`src/rtl/avm_delay_pkg.sv`:
```
// Shared definitions for the Avalon-MM delay-line initiator: FSM state
// codes, Avalon idle levels and helpers that size the circular buffer and
// clamp the requested tap delay to what the buffer can hold.
package avm_delay_pkg;

  localparam int ADDR_W = 25;
  localparam int DATA_W = 16;

  // FSM state codes
  localparam logic [2:0] ST_IDLE      = 3'd0;
  localparam logic [2:0] ST_WRITE     = 3'd1;
  localparam logic [2:0] ST_READ      = 3'd2;
  localparam logic [2:0] ST_WAIT_DATA = 3'd3;
  localparam logic [2:0] ST_OUT       = 3'd4;

  // Avalon levels when the bus is idle / when a transfer is active
  localparam logic       AVM_STROBE_IDLE = 1'b1;
  localparam logic       AVM_STROBE_ON   = 1'b0;
  localparam logic [1:0] AVM_BE_IDLE     = 2'b11;
  localparam logic [1:0] AVM_BE_ALL      = 2'b00;

  // Number of 16-bit words in the circular buffer
  function automatic int unsigned buf_words(input int ptr_bits);
    return 32'd1 << ptr_bits;
  endfunction

  // Largest delay the buffer can represent is BUF_WORDS-1 samples
  function automatic logic [ADDR_W-1:0] clamp_delay(input logic [ADDR_W-1:0] delay,
                                                    input int ptr_bits);
    logic [ADDR_W-1:0] max_eff;
    max_eff = ADDR_W'(buf_words(ptr_bits) - 32'd1);
    return (delay > max_eff) ? max_eff : delay;
  endfunction

endpackage

```
`src/rtl/avm_ring_ptr.sv`:
```
// Circular-buffer bookkeeping for the delay line: write pointer, count of
// slots written since reset (saturating at BUF_WORDS-1), and the modular
// read pointer for the requested delay. prime_zero flags that the slot the
// read pointer lands on has never been written since reset.
module avm_ring_ptr
  import avm_delay_pkg::*;
#(
  parameter int PTR_BITS = 16
) (
  input  logic                clock,
  input  logic                reset_n,
  input  logic                advance,
  input  logic [ADDR_W-1:0]   delay_words,
  output logic [PTR_BITS-1:0] wr_ptr,
  output logic [PTR_BITS-1:0] rd_ptr,
  output logic                prime_zero
);

  logic [PTR_BITS-1:0] fill;
  logic [ADDR_W-1:0]   eff;

  assign eff        = clamp_delay(delay_words, PTR_BITS);
  assign rd_ptr     = wr_ptr - PTR_BITS'(eff);
  assign prime_zero = eff > ADDR_W'(fill);

  // Advance the write pointer and fill level once per completed write
  always_ff @(posedge clock or negedge reset_n) begin
    if (!reset_n) begin
      wr_ptr <= '0;
      fill   <= '0;
    end else if (advance) begin
      wr_ptr <= wr_ptr + 1'b1;
      if (fill != '1) begin
        fill <= fill + 1'b1;
      end
    end
  end

endmodule

```
`src/rtl/avm_delay_line_master.sv`:
```
// Avalon-MM initiator implementing an SDRAM-backed audio delay line.
// Each accepted sample is written to the circular buffer, then the sample
// written delay_words samples earlier is read back and presented downstream.
// One sample is in flight at a time. Optional statistics counters
// (stall_cycles, timeout_count, stats_clr) are built when the macro
// AVM_DELAY_STATS_EN is defined.
module avm_delay_line_master
  import avm_delay_pkg::*;
#(
  parameter int          PTR_BITS    = 16,
  parameter logic [24:0] BASE_ADDR   = 25'h0,
  parameter int          RD_DATA_DLY = 0,
  parameter int          RD_TIMEOUT  = 255
) (
  input  logic        clock,
  input  logic        reset_n,
  input  logic        in_valid,
  output logic        in_ready,
  input  logic [15:0] in_sample,
  input  logic [24:0] delay_words,
  output logic        out_valid,
  input  logic        out_ready,
  output logic [15:0] out_sample,
  output logic        timeout_err,
`ifdef AVM_DELAY_STATS_EN
  input  logic        stats_clr,
  output logic [31:0] stall_cycles,
  output logic [15:0] timeout_count,
`endif
  output logic        chipselect,
  output logic        write_n,
  output logic        read_n,
  output logic [1:0]  byteenable_n,
  output logic [24:0] address,
  output logic [15:0] write_data,
  input  logic [15:0] read_data,
  input  logic        wait_request,
  input  logic        data_validation
);

  logic [2:0]          state;
  logic [PTR_BITS-1:0] wr_ptr;
  logic [PTR_BITS-1:0] rd_ptr_next;
  logic [PTR_BITS-1:0] rd_ptr_q;
  logic                prime_next;
  logic                prime_q;
  logic                dv_seen;
  logic [15:0]         tmo_cnt;
  logic                ring_advance;
  logic                timeout_hit;
  logic [15:0]         read_value;

  assign ring_advance = (state == ST_WRITE) && !wait_request;
  assign read_value   = prime_q ? 16'h0000 : read_data;

  avm_ring_ptr #(
    .PTR_BITS(PTR_BITS)
  ) u_ring_ptr (
    .clock      (clock),
    .reset_n    (reset_n),
    .advance    (ring_advance),
    .delay_words(delay_words),
    .wr_ptr     (wr_ptr),
    .rd_ptr     (rd_ptr_next),
    .prime_zero (prime_next)
  );

  // Read is abandoned once RD_TIMEOUT cycles pass in WAIT_DATA with no data
  always_comb begin
    timeout_hit = 1'b0;
    if ((state == ST_WAIT_DATA) && !dv_seen && !data_validation &&
        (tmo_cnt == 16'(RD_TIMEOUT - 1))) begin
      timeout_hit = 1'b1;
    end
  end

  // Main transaction sequencer: accept, write, read, wait for data, present
  always_ff @(posedge clock or negedge reset_n) begin
    if (!reset_n) begin
      state        <= ST_IDLE;
      in_ready     <= 1'b0;
      out_valid    <= 1'b0;
      out_sample   <= 16'h0000;
      timeout_err  <= 1'b0;
      chipselect   <= 1'b0;
      write_n      <= AVM_STROBE_IDLE;
      read_n       <= AVM_STROBE_IDLE;
      byteenable_n <= AVM_BE_IDLE;
      address      <= '0;
      write_data   <= 16'h0000;
      rd_ptr_q     <= '0;
      prime_q      <= 1'b0;
      dv_seen      <= 1'b0;
      tmo_cnt      <= 16'h0000;
    end else begin
      timeout_err <= 1'b0;
      case (state)
        ST_IDLE: begin
          if (in_ready && in_valid) begin
            in_ready     <= 1'b0;
            chipselect   <= 1'b1;
            write_n      <= AVM_STROBE_ON;
            byteenable_n <= AVM_BE_ALL;
            address      <= BASE_ADDR + ADDR_W'(wr_ptr);
            write_data   <= in_sample;
            rd_ptr_q     <= rd_ptr_next;
            prime_q      <= prime_next;
            state        <= ST_WRITE;
          end else begin
            in_ready <= 1'b1;
          end
        end
        ST_WRITE: begin
          if (!wait_request) begin
            write_n <= AVM_STROBE_IDLE;
            read_n  <= AVM_STROBE_ON;
            address <= BASE_ADDR + ADDR_W'(rd_ptr_q);
            state   <= ST_READ;
          end
        end
        ST_READ: begin
          if (!wait_request) begin
            read_n       <= AVM_STROBE_IDLE;
            chipselect   <= 1'b0;
            byteenable_n <= AVM_BE_IDLE;
            tmo_cnt      <= 16'h0000;
            dv_seen      <= 1'b0;
            state        <= ST_WAIT_DATA;
            if (data_validation) begin
              if (RD_DATA_DLY == 0) begin
                out_sample <= read_value;
                state      <= ST_OUT;
              end else begin
                dv_seen <= 1'b1;
              end
            end
          end
        end
        ST_WAIT_DATA: begin
          if (dv_seen || (data_validation && (RD_DATA_DLY == 0))) begin
            out_sample <= read_value;
            dv_seen    <= 1'b0;
            state      <= ST_OUT;
          end else if (data_validation) begin
            dv_seen <= 1'b1;
          end else if (timeout_hit) begin
            out_sample  <= 16'h0000;
            timeout_err <= 1'b1;
            state       <= ST_OUT;
          end else begin
            tmo_cnt <= tmo_cnt + 16'd1;
          end
        end
        ST_OUT: begin
          if (!out_valid) begin
            out_valid <= 1'b1;
          end else if (out_ready) begin
            out_valid <= 1'b0;
            in_ready  <= 1'b1;
            state     <= ST_IDLE;
          end
        end
        default: begin
          state <= ST_IDLE;
        end
      endcase
    end
  end

`ifdef AVM_DELAY_STATS_EN
  // Saturating bus-stall and read-timeout statistics
  always_ff @(posedge clock or negedge reset_n) begin
    if (!reset_n) begin
      stall_cycles  <= 32'h0;
      timeout_count <= 16'h0;
    end else if (stats_clr) begin
      stall_cycles  <= 32'h0;
      timeout_count <= 16'h0;
    end else begin
      if (chipselect && wait_request && (stall_cycles != '1)) begin
        stall_cycles <= stall_cycles + 32'd1;
      end
      if (timeout_hit && (timeout_count != '1)) begin
        timeout_count <= timeout_count + 16'd1;
      end
    end
  end
`else
  // Statistics counters are not built in this configuration.
`endif

endmodule

```
`config.mk`:
```
export PLATFORM = sky130hd
export DESIGN_NAME = avm_delay_line_master
export DESIGN_NICKNAME = d
export VERILOG_FILES = /design/src/rtl/avm_delay_pkg.sv /design/src/rtl/avm_ring_ptr.sv /design/src/rtl/avm_delay_line_master.sv
export SDC_FILE = /design/constraint.sdc
export NUM_CORES = 1
export LEC_CHECK = 0
export ABC_AREA = 1
export CAP_MARGIN = 20
export CORE_UTILIZATION = 46
export CTS_BUF_LIST = sky130_fd_sc_hd__clkbuf_8
export CTS_CLUSTER_SIZE = 20
export DETAILED_ROUTE_END_ITERATION = 6
export PLACE_DENSITY = 0.74
export SLEW_MARGIN = 20
export SYNTH_ARGS = -nofsm -noshare
export SYNTH_HDL_FRONTEND = slang
export SYNTH_SLANG_ARGS = --single-unit
```
`constraint.sdc`:
```
create_clock -name clock -period 1.7 [get_ports clock]
set_input_delay 0.255 -clock clock [delete_from_list [all_inputs] [get_ports clock]]
set_output_delay 0.255 -clock clock [all_outputs]
set_load 0.1 [all_outputs]
```
==> flow_summary.toml, run 1 <==
[floorplanning]
rows = 45
die_y_um = 129
start_util_pct = 47.8
coreArea_um2 = 15400
io_pins = 128
die_area_um2 = 16500
die_w_um = 129

[placement]
place_area_um2 = 10000
place_congestion = 0.964
port-buffer-count = 118
dp_cells = 1391
dp_hpwl_mm = 14.9

[sta]
timing.final.hold_violations = 0
drv_slew = 0
max_freq_mhz = 551
slew_headroom_pct = 52.7
fin_tns_setup_ps = -417
clock_skew_ps = 11.7
finalCritPeriodShare_pct = 107
worst_pin_slew_ps = 708
setup_violations = 10
fin_crit_ps = 1820
rsz0062_at_grt = "true"
fin_ws_ps = -115

[power_and_ir_drop]
total_power_mw = 19.9
p_leak_nw = 5.21
p_per_area_nw_per_um2 = 1780
ir_worst_vdd_mv = 1.69

[logic_synthesis]
netlist_area_um2 = 7370
syn_inst = 991
ys_types = 39
syn_area_per_cell_um2 = 7.43
yosysSeqAreaShare_pct = 42.2
ys_warn_count = 0
ys_ff_latch = 124

[clocking]
cts_tree = "done"
h-tree-depth = 4
cts.path.max_buffers = 2
clockRootBuffer = "clkbuf_8"
clk_pin_slew_ps = 80
clock_latency_ps = 450
clock-sinks = 124
cts_buffers = 17

[cells_and_area]
fin_area_um2 = 11200
fin_util_pct = 72.5
nFillCells = 1129
drive_above_1_share_pct = 27.0
multi_input_area_um2 = 4240
final_cell_count_no_fill = 1441
seqCellArea_um2 = 3110
synthToLayoutAreaGrowth_pct = 51.8
final_nets = 1316
diodes = 0

[critical_path]
crit_required_ps = 2040
crit_type = "in2reg"
endpoint_kind = "register"
r2r-end = "out_sample[12]$_DFFE_PN0P_"
crit_arrival_ps = 2150
cp_cell_sequence = "buf_6 > nor2_4 > nand3_2 > nor2_4 > inv_6 > buf_4 > nor2_4 > inv_1 > ha_1 > nand2_1 > buf_4 > nor2_1 > a41oi_1 > nand2_1 > nand2_1"
crit_slowest_cell = "ha_1"
rrSetupSlack_ps = 0
reg2reg_depth = 9
cp-start-kind = "primary input"
max_stage_delay_ps = 270
regToRegStartpoint = "tmo_cnt[1]$_DFFE_PN0P_"
crit_fanout = 6

[global_routing]
antenna_found_initial = 0
grt_pass1_wl_mm = 32.6
grt_pass1_vias = 6925
grt_overflow_total = 0
grt_max_degree = 42
grtUsageTotal_pct = 25.4

[detailed_routing]
viasPerCell = 5.09
drt_iter0_markers = 448
drt-total-wl_mm = 20.9
drc_errors = 0
firstDrtPassIters = 5
avgRoutedWirePerCell_um = 14.5
drtAntennaViolNets = 0
via_count = 7329

[run]
maxCapViolations = 0

[hold_path]
holdCritPathClass = "in2async"

[outcome]
violations = "negative setup slack"
outcome = "finished with violations"
## critical path, delay by kind of cell
| kind | cells | cell delay, ps |
|---|---|---|
| buffers and inverters | 5 | 590 |
| adder cells (fa/ha/maj) | 1 | 270 |
| AND/OR/NAND/NOR | 8 | 910 |
| AO/OA/AOI/OAI | 1 | 120 |
## layout make-up
cell class | count | area share (%)
Clock inverter | 11 | 1.48
Timing Repair inverter | 1 | 0.0559
Inverter | 110 | 3.80
Clock buffer | 21 | 2.58
Tap cell | 211 | 2.36
Multi-Input combinational cell | 733 | 37.9
Sequential cell | 124 | 27.8
Timing Repair Buffer | 230 | 24.0
## cells in the final DEF (no fill, tap or decap), types with 21 or more instances in the layout
cell / synthesis / layout
xor2_1: 29 / 29
nor2_1: 95 / 69
clkdlybuf4s50_1: 0 / 52
ha_1: 35 / 22
nand2_1: 333 / 307
nand3_1: 55 / 50
o21ai_0: 51 / 34
buf_12: 0 / 61
buf_4: 15 / 102
clkbuf_8: 0 / 21
dfrtp_1: 121 / 119
inv_1: 104 / 100
## cells in the mapped netlist (all sizes together)
| cell type | n | area, µm² |
|---|---|---|
| or2 | 2 | 12.5 |
| nand3b | 5 | 37.5 |
| a41oi | 1 | 8.76 |
| o31ai | 1 | 7.51 |
| a31oi | 17 | 106 |
| inv | 110 | 413 |
| nand4 | 14 | 87.6 |
| o21bai | 2 | 15.0 |
| nor4 | 2 | 12.5 |
| nor2 | 99 | 387 |
| o21a | 2 | 15.0 |
| dfstp | 3 | 78.8 |
| and2 | 2 | 12.5 |
| conb | 1 | 3.75 |
| xnor2 | 10 | 87.6 |
| nor3 | 23 | 143 |
| xor2 | 29 | 254 |
| nand3 | 56 | 285 |
| nand2 | 339 | 1300 |
| o21ai | 61 | 305 |
| nor4b | 1 | 8.76 |
| fa | 1 | 20.0 |
| a21oi | 22 | 110 |
| clkbuf | 10 | 38.8 |
| ha | 35 | 438 |
| buf | 22 | 154 |
| dfrtp | 121 | 3030 |
## per-stage QoR
stage | hold WS, ps | setup slack, ps
detailed placement | 220 | -945
CTS | 279 | -7.03
finish | 287 | -115
global placement | 217 | -884
global route | 312 | -225
floorplan | -40.6 | -414
## cells by family (layout without fill, tap and decap cells)
family / count (synthesis) / after routing / share of synthesized area, %
DFF: 124 / 124 / 42.2
AOI/OAI and AO/OA: 106 / 106 / 7.71
other: 1 / 9 / 0.0509
xor gates and xnor gates: 39 / 39 / 4.64
adders and majority gates: 36 / 36 / 6.22
and+or+nand+nor: 543 / 543 / 31.0
buffers and inverters: 142 / 373 / 8.22
## per-layer routing
metal	vias up	track usage (%)	wire length (µm)
met4	0	10.7	527
met2	242	43.7	10500
met5	-	0	0
li1	3595	-	-
met3	40	5.20	1110
met1	3452	31.1	8770
## where the power goes
group	internal (mW)	leakage [nW]	switching, mW	total (mW)
registers	3.99	1.55	1.07	5.05
logic	4.38	3.44	7.52	11.9
clock network	1.75	0.225	1.21	2.96
total	10.1	5.21	9.79	19.9
## flip-flops by register name (all words and copies together) (netlist names), 3 cells and up
| signal | flops |
|---|---|
| u_ring_ptr.wr_ptr | 16 |
| tmo_cnt | 16 |
| out_sample | 16 |
| write_data | 16 |
| state | 3 |
| address | 16 |
| rd_ptr_q | 16 |
| u_ring_ptr.fill | 16 |
## worst max-delay path by stage
stage / startpoint / to / slack, ps / cells past startpoint
4_1_cts: delay_words[21] / rd_ptr_q[14]$_DFFE_PN0P_ / -7 / 17
2_1_floorplan: delay_words[23] / rd_ptr_q[12]$_DFFE_PN0P_ / -410 / 17
3_5_place_dp: delay_words[23] / rd_ptr_q[15]$_DFFE_PN0P_ / -940 / 18
3_3_place_gp: delay_words[23] / rd_ptr_q[14]$_DFFE_PN0P_ / -880 / 14
5_1_grt: delay_words[21] / rd_ptr_q[15]$_DFFE_PN0P_ / -220 / 15
6_report: delay_words[21] / prime_q$_DFFE_PN0P_ / -120 / 15
## timing repair
action,in CTS,in global routing
gates cloned,1,3
gates resized for setup,79,99
endpoints found under the hold margin,25,0
setup endpoints to repair,33,65
setup buffers,5,8
hold buffers,1,0
pin swaps,27,11
(Power assumes the default switching activity.)
==> inputs of run 2 (changes only) <==
--- a/config.mk
+++ b/config.mk
@@ -6,7 +6,7 @@
 export NUM_CORES = 1
 export LEC_CHECK = 0
 export ABC_AREA = 1
-export CAP_MARGIN = 20
+export CAP_MARGIN = 25
 export CORE_UTILIZATION = 46
 export CTS_BUF_LIST = sky130_fd_sc_hd__clkbuf_8
 export CTS_CLUSTER_SIZE = 20
==> constraint.sdc (replaced) <==
create_clock -name clock -period 1.7 [get_ports clock]
set_input_delay 0.34 -clock clock [delete_from_list [all_inputs] [get_ports clock]]
set_output_delay 0.34 -clock clock [all_outputs]
set_load 0.1 [all_outputs]
==> flow_summary.toml, run 2 (same netlist as run 1, synthesis figures left out) <==
[placement]
port-buffer-count = 118
place_congestion = 0.999
dp_cells = 1398
dp_hpwl_mm = 15.3

[detailed_routing]
drc_errors = 0
drtAntennaViolNets = 0
avgRoutedWirePerCell_um = 15.0
viasPerCell = 5.16
via_count = 7486
drt-total-wl_mm = 21.8
drt_iter0_markers = 501
firstDrtPassIters = 5

[hold_path]
holdCritPathClass = "in2async"

[sta]
max_freq_mhz = 504
slew_headroom_pct = 59.9
holdWs_ps = 391
rsz0062_at_grt = "true"
drv_slew = 0
timing.final.hold_violations = 0
setup_violations = 14
finalCritPeriodShare_pct = 117
worst_pin_slew_ps = 601
fin_ws_ps = -286
fin_crit_ps = 1990
clock_skew_ps = 11.1
fin_tns_setup_ps = -2600

[critical_path]
crit_required_ps = 2110
crit_family = "simple AND/OR/NAND/NOR gates"
cp-startpoint = "delay_words[24]"
crit_slowest_cell = "ha_1"
cp_cell_sequence = "buf_6 > nor2_4 > nand3_2 > nor2_4 > clkinvlp_4 > nor2_4 > buf_4 > inv_1 > ha_1 > nand2_2 > nor2_4 > nand3b_1 > nand3_1 > nand2_1 > nand2_1 > nand2_1 > nand2_1"
regToRegStartpoint = "u_ring_ptr.wr_ptr[7]$_DFFE_PN0P_"
endpoint_kind = "register"
crit_fanout = 4
cp-start-kind = "primary input"
timing.critical_path.buf_inv = 4
crit_arrival_ps = 2390
crit_type = "in2reg"
max_stage_delay_ps = 280

[global_routing]
grt_pass1_wl_mm = 34.3
grt_pass1_vias = 7350
grtUsageTotal_pct = 26.7
grt_overflow_total = 0
antenna_found_initial = 0
grt_max_degree = 45

[cells_and_area]
final_nets = 1325
seqCellArea_um2 = 3110
final_common_cell = "nand2_1"
synthToLayoutAreaGrowth_pct = 52.6
final_cell_mix = "nand2_1, dfrtp_1, buf_4, inv_1, nor2_1"
diodes = 0
final_cell_count_no_fill = 1450
multi_input_area_um2 = 4260
drive_above_1_share_pct = 28.6
nFillCells = 1126

[floorplanning]
die_w_um = 129
start_util_pct = 47.8
coreArea_um2 = 15400
rows = 45
io_pins = 128
die_y_um = 129
die_area_um2 = 16500

[clocking]
clk_pin_slew_ps = 80
cts_tree = "done"
cts_buffers = 17
h-tree-depth = 4
clock-sinks = 124
clockRootBuffer = "clkbuf_8"
cts.path.max_buffers = 2
clock_latency_ps = 460

[outcome]
outcome = "finished with violations"
violations = "negative setup slack"

[power_and_ir_drop]
ir_worst_vdd_mv = 1.70
p_leak_nw = 5.22
p_per_area_nw_per_um2 = 1730

[run]
maxCapViolations = 0
-- run 2: changes by cell type in the layout (fill, tap and decap cells not counted), sizes merged --
cell,previous run,this run
bufinv,4,2
buf,175,185
clkbuf,23,19
clkinvlp,3,5
inv,112,111
clkinv,3,7
-- run 2: path summary, 6_finish.rpt --
| check | to | slack [ps] | depth (start not counted) |
|---|---|---|---|
| hold reg to reg | read_n$_DFFE_PN1P_ | 490 | 2 |
| hold / removal | tmo_cnt[7]$_DFFE_PN0P_ | 390 | 2 |
| max in group asynchronous | write_n$_DFFE_PN1P_ | 700 | 3 |
| setup / recovery | prime_q$_DFFE_PN0P_ | -290 | 17 |
| setup reg to reg | rd_ptr_q[15]$_DFFE_PN0P_ | -90 | 9 |
| min in group clock | write_data[12]$_DFFE_PN0P_ | 410 | 3 |
-- run 2: layout make-up --
cell class / count / share of cell area [%]
multi-input cells: 733 / 37.9
flip-flops and latches: 124 / 27.7
repair buffers: 239 / 24.7
inverters: 110 / 3.81
well taps: 211 / 2.35
clock buffers: 18 / 2.20
clock inverters: 14 / 1.29
repair inverters: 1 / 0.0668
-- run 2: through the flow --
step           utilization [%]  area [µm²]  total power, mW  worst slack, ps
3_3_place_gp              65.5       10100             16.1            -1030
4_1_cts                   70.4       10900             19.1             -185
6_report                  72.9       11200             19.5             -286
2_1_floorplan                -        7470             11.7             -499
5_1_grt                   72.9       11200             20.5             -398
3_5_place_dp              65.5       10100             16.3            -1090
-- run 2: routing by layer --
layer  global-route usage [%]  vias to the layer above  wire length (µm)
met5                        0                        -                 0
met2                     45.9                      262             10800
met1                     32.5                     3547              9070
met4                     12.0                        0               848
li1                         -                     3616                 -
met3                     5.28                       61              1090
-- run 2: repair_timing --
action                     CTS  global route
cloned                       1             1
setup endpoints to repair   32            86
hold endpoints to repair    27             0
pin swaps                   52            37
setup buffers                3            16
hold buffers                 1             0
resized for setup          115            66
-- run 2: report_power, final --
| group | total (mW) | internal, mW | switching, mW | leakage (nW) |
|---|---|---|---|---|
| Clock | 2.62 | 1.34 | 1.28 | 0.191 |
| Sequential | 5.02 | 3.99 | 1.03 | 1.55 |
| Combinational | 11.9 | 4.37 | 7.49 | 3.48 |
-- run 2: worst register-to-register path, stage by stage (launching register included) --
cell	delay, ps
dfrtp_1	440
ha_1	360
nand2_1	110
nor2_1	250
and2_1	210
nand2_1	60
nand2_1	60
nand2_1	80
nand3_2	70
nand2_1	50
==> inputs of run 3 (changes only) <==
--- a/config.mk
+++ b/config.mk
@@ -11,8 +11,7 @@
 export CTS_BUF_LIST = sky130_fd_sc_hd__clkbuf_8
 export CTS_CLUSTER_SIZE = 20
 export DETAILED_ROUTE_END_ITERATION = 6
-export PLACE_DENSITY = 0.74
-export SLEW_MARGIN = 20
+export PLACE_DENSITY = 0.82
 export SYNTH_ARGS = -nofsm -noshare
 export SYNTH_HDL_FRONTEND = slang
 export SYNTH_SLANG_ARGS = --single-unit
==> flow_summary.toml, run 3 (same netlist as run 1, synthesis figures left out) <==
[outcome]
outcome = "finished with violations"
violations = "negative setup slack"

[critical_path]
crit_type = "in2reg"
endpoint_kind = "register"
crit_arrival_ps = 2410
cp-start-kind = "primary input"
crit_fanout = 4
crit_required_ps = 2040
rrSetupSlack_ps = -190

[global_routing]
grt_max_degree = 42
grt_pass1_vias = 7244
grtUsageTotal_pct = 26.4
antenna_found_initial = 0
grt_overflow_total = 0
grt_pass1_wl_mm = 34.0

[power_and_ir_drop]
intPower_mw = 9.73
clkPwrFrac_pct = 11.4
p_sw_mw = 10.2
ir_worst_vdd_mv = 1.43
p_per_area_nw_per_um2 = 1740
p_leak_nw = 5.33
pwr-share-seq_pct = 25.8
swShare_pct = 51.2
total_power_mw = 19.9
power_frac_comb_pct = 62.8

[placement]
dp_hpwl_mm = 15.9
place_congestion = 0.938
pre_cts_slack_ps = -1080
dp_cells = 1404
port-buffer-count = 118

[cells_and_area]
final_common_cell = "nand2_1"
final_nets = 1331
drive_above_1_share_pct = 31.2
diodes = 0
final_cell_count_no_fill = 1454
synthToLayoutAreaGrowth_pct = 55.7
final_cell_mix = "nand2_1, dfrtp_1, buf_4, inv_1, nor2_1"

[sta]
max_freq_mhz = 484
fin_crit_ps = 2070
finalCritPeriodShare_pct = 122
setup_violations = 39
fin_ws_ps = -366
drv_slew = 0
holdWs_ps = 381
rsz0062_at_grt = "true"
clock_skew_ps = 12.2
fin_tns_setup_ps = -6130
timing.final.hold_violations = 0

[clocking]
clk_pin_slew_ps = 70
clockRootBuffer = "clkbuf_8"
cts_tree = "done"
cts.path.max_buffers = 2
cts_buffers = 17
clock-sinks = 124
clock_latency_ps = 450
h-tree-depth = 4

[floorplanning]
io_pins = 128
start_util_pct = 47.8
coreArea_um2 = 15400
die_w_um = 129
die_area_um2 = 16500
rows = 45
die_y_um = 129

[detailed_routing]
avgRoutedWirePerCell_um = 16.7
drtAntennaViolNets = 0
drt_iter0_markers = 676
drt-total-wl_mm = 24.2
via_count = 7795
viasPerCell = 5.36
firstDrtPassIters = 6
drc_errors = 0

[run]
maxCapViolations = 0

[hold_path]
holdCritPathClass = "in2async"
[run 3: changes by cell type in the layout (fill, tap and decap cells not counted), sizes merged]
cell	before	now
buf	185	189
bufinv	2	0
clkbuf	19	23
clkinv	7	6
clkinvlp	5	3
inv	111	112
[run 3: final cells by class]
cell class | instances | area [µm²]
clock buffer | 20 | 275
clock inverter | 10 | 52.6
fill | 1026 | 3960
inverter | 110 | 435
multi-input combinational | 733 | 4480
sequential | 124 | 3110
tap | 211 | 264
timing repair buffer | 245 | 2840
timing repair inverter | 1 | 7.51
[run 3: final timing paths]
kind / start / to / cells past startpoint
max: delay_words[22] / rd_ptr_q[14]$_DFFE_PN0P_ / 16
min: reset_n / tmo_cnt[10]$_DFFE_PN0P_ / 2
max reg2reg: u_ring_ptr.wr_ptr[0]$_DFFE_PN0P_ / rd_ptr_q[14]$_DFFE_PN0P_ / 11
min reg2reg: read_n$_DFFE_PN1P_ / read_n$_DFFE_PN1P_ / 2
max in group asynchronous: reset_n / read_n$_DFFE_PN1P_ / 3
min in group clock: in_sample[1] / write_data[1]$_DFFE_PN0P_ / 3
[run 3: per-stage QoR]
| step | util [%] | cell area (µm²) |
|---|---|---|
| 2_1_floorplan | - | 7470 |
| 3_3_place_gp | 65.7 | 10100 |
| 3_5_place_dp | 65.7 | 10100 |
| 4_1_cts | 69.4 | 10700 |
| 5_1_grt | 74.4 | 11500 |
| 6_report | 74.4 | 11500 |
[run 3: repair_timing]
item,CTS,global route
pin swaps,29,47
hold buffers,1,0
buffers inserted,4,12
hold endpoints to repair,28,0
resized for setup,89,167
cloned,1,4
setup endpoints to repair,32,79
[run 3: power by group through the flow]
stage,sequential [mW],clock (mW),combinational [mW]
2_1_floorplan,8.67,0,3.04
3_3_place_gp,4.99,0,11.1
3_5_place_dp,5.03,0,11.3
4_1_cts,5.01,2.28,11.4
5_1_grt,5.21,2.44,13.1
6_report,5.14,2.27,12.5
[run 3: per-layer routing]
| metal | track usage [%] | routed length [µm] | up-vias | share of wire [%] |
|---|---|---|---|---|
| met4 | 12.5 | 1180 | 0 | 4.9 |
| met1 | 32.2 | 9430 | 3695 | 39 |
| li1 | - | - | 3627 | - |
| met5 | 0 | 0 | - | 0 |
| met2 | 44.9 | 12100 | 373 | 50 |
| met3 | 5.49 | 1460 | 100 | 6.0 |
[run 3: critical path: stages]
cell	delay, ps
buf_6	90
nor2_4	90
nand3_2	90
nor2_4	210
clkinvlp_4	260
nor2_4	170
inv_2	70
fa_2	360
inv_2	90
nand4_1	110
nand2_2	160
nand2_2	90
nand2_2	70
nand2_2	60
nand3_2	70
nand2_2	50
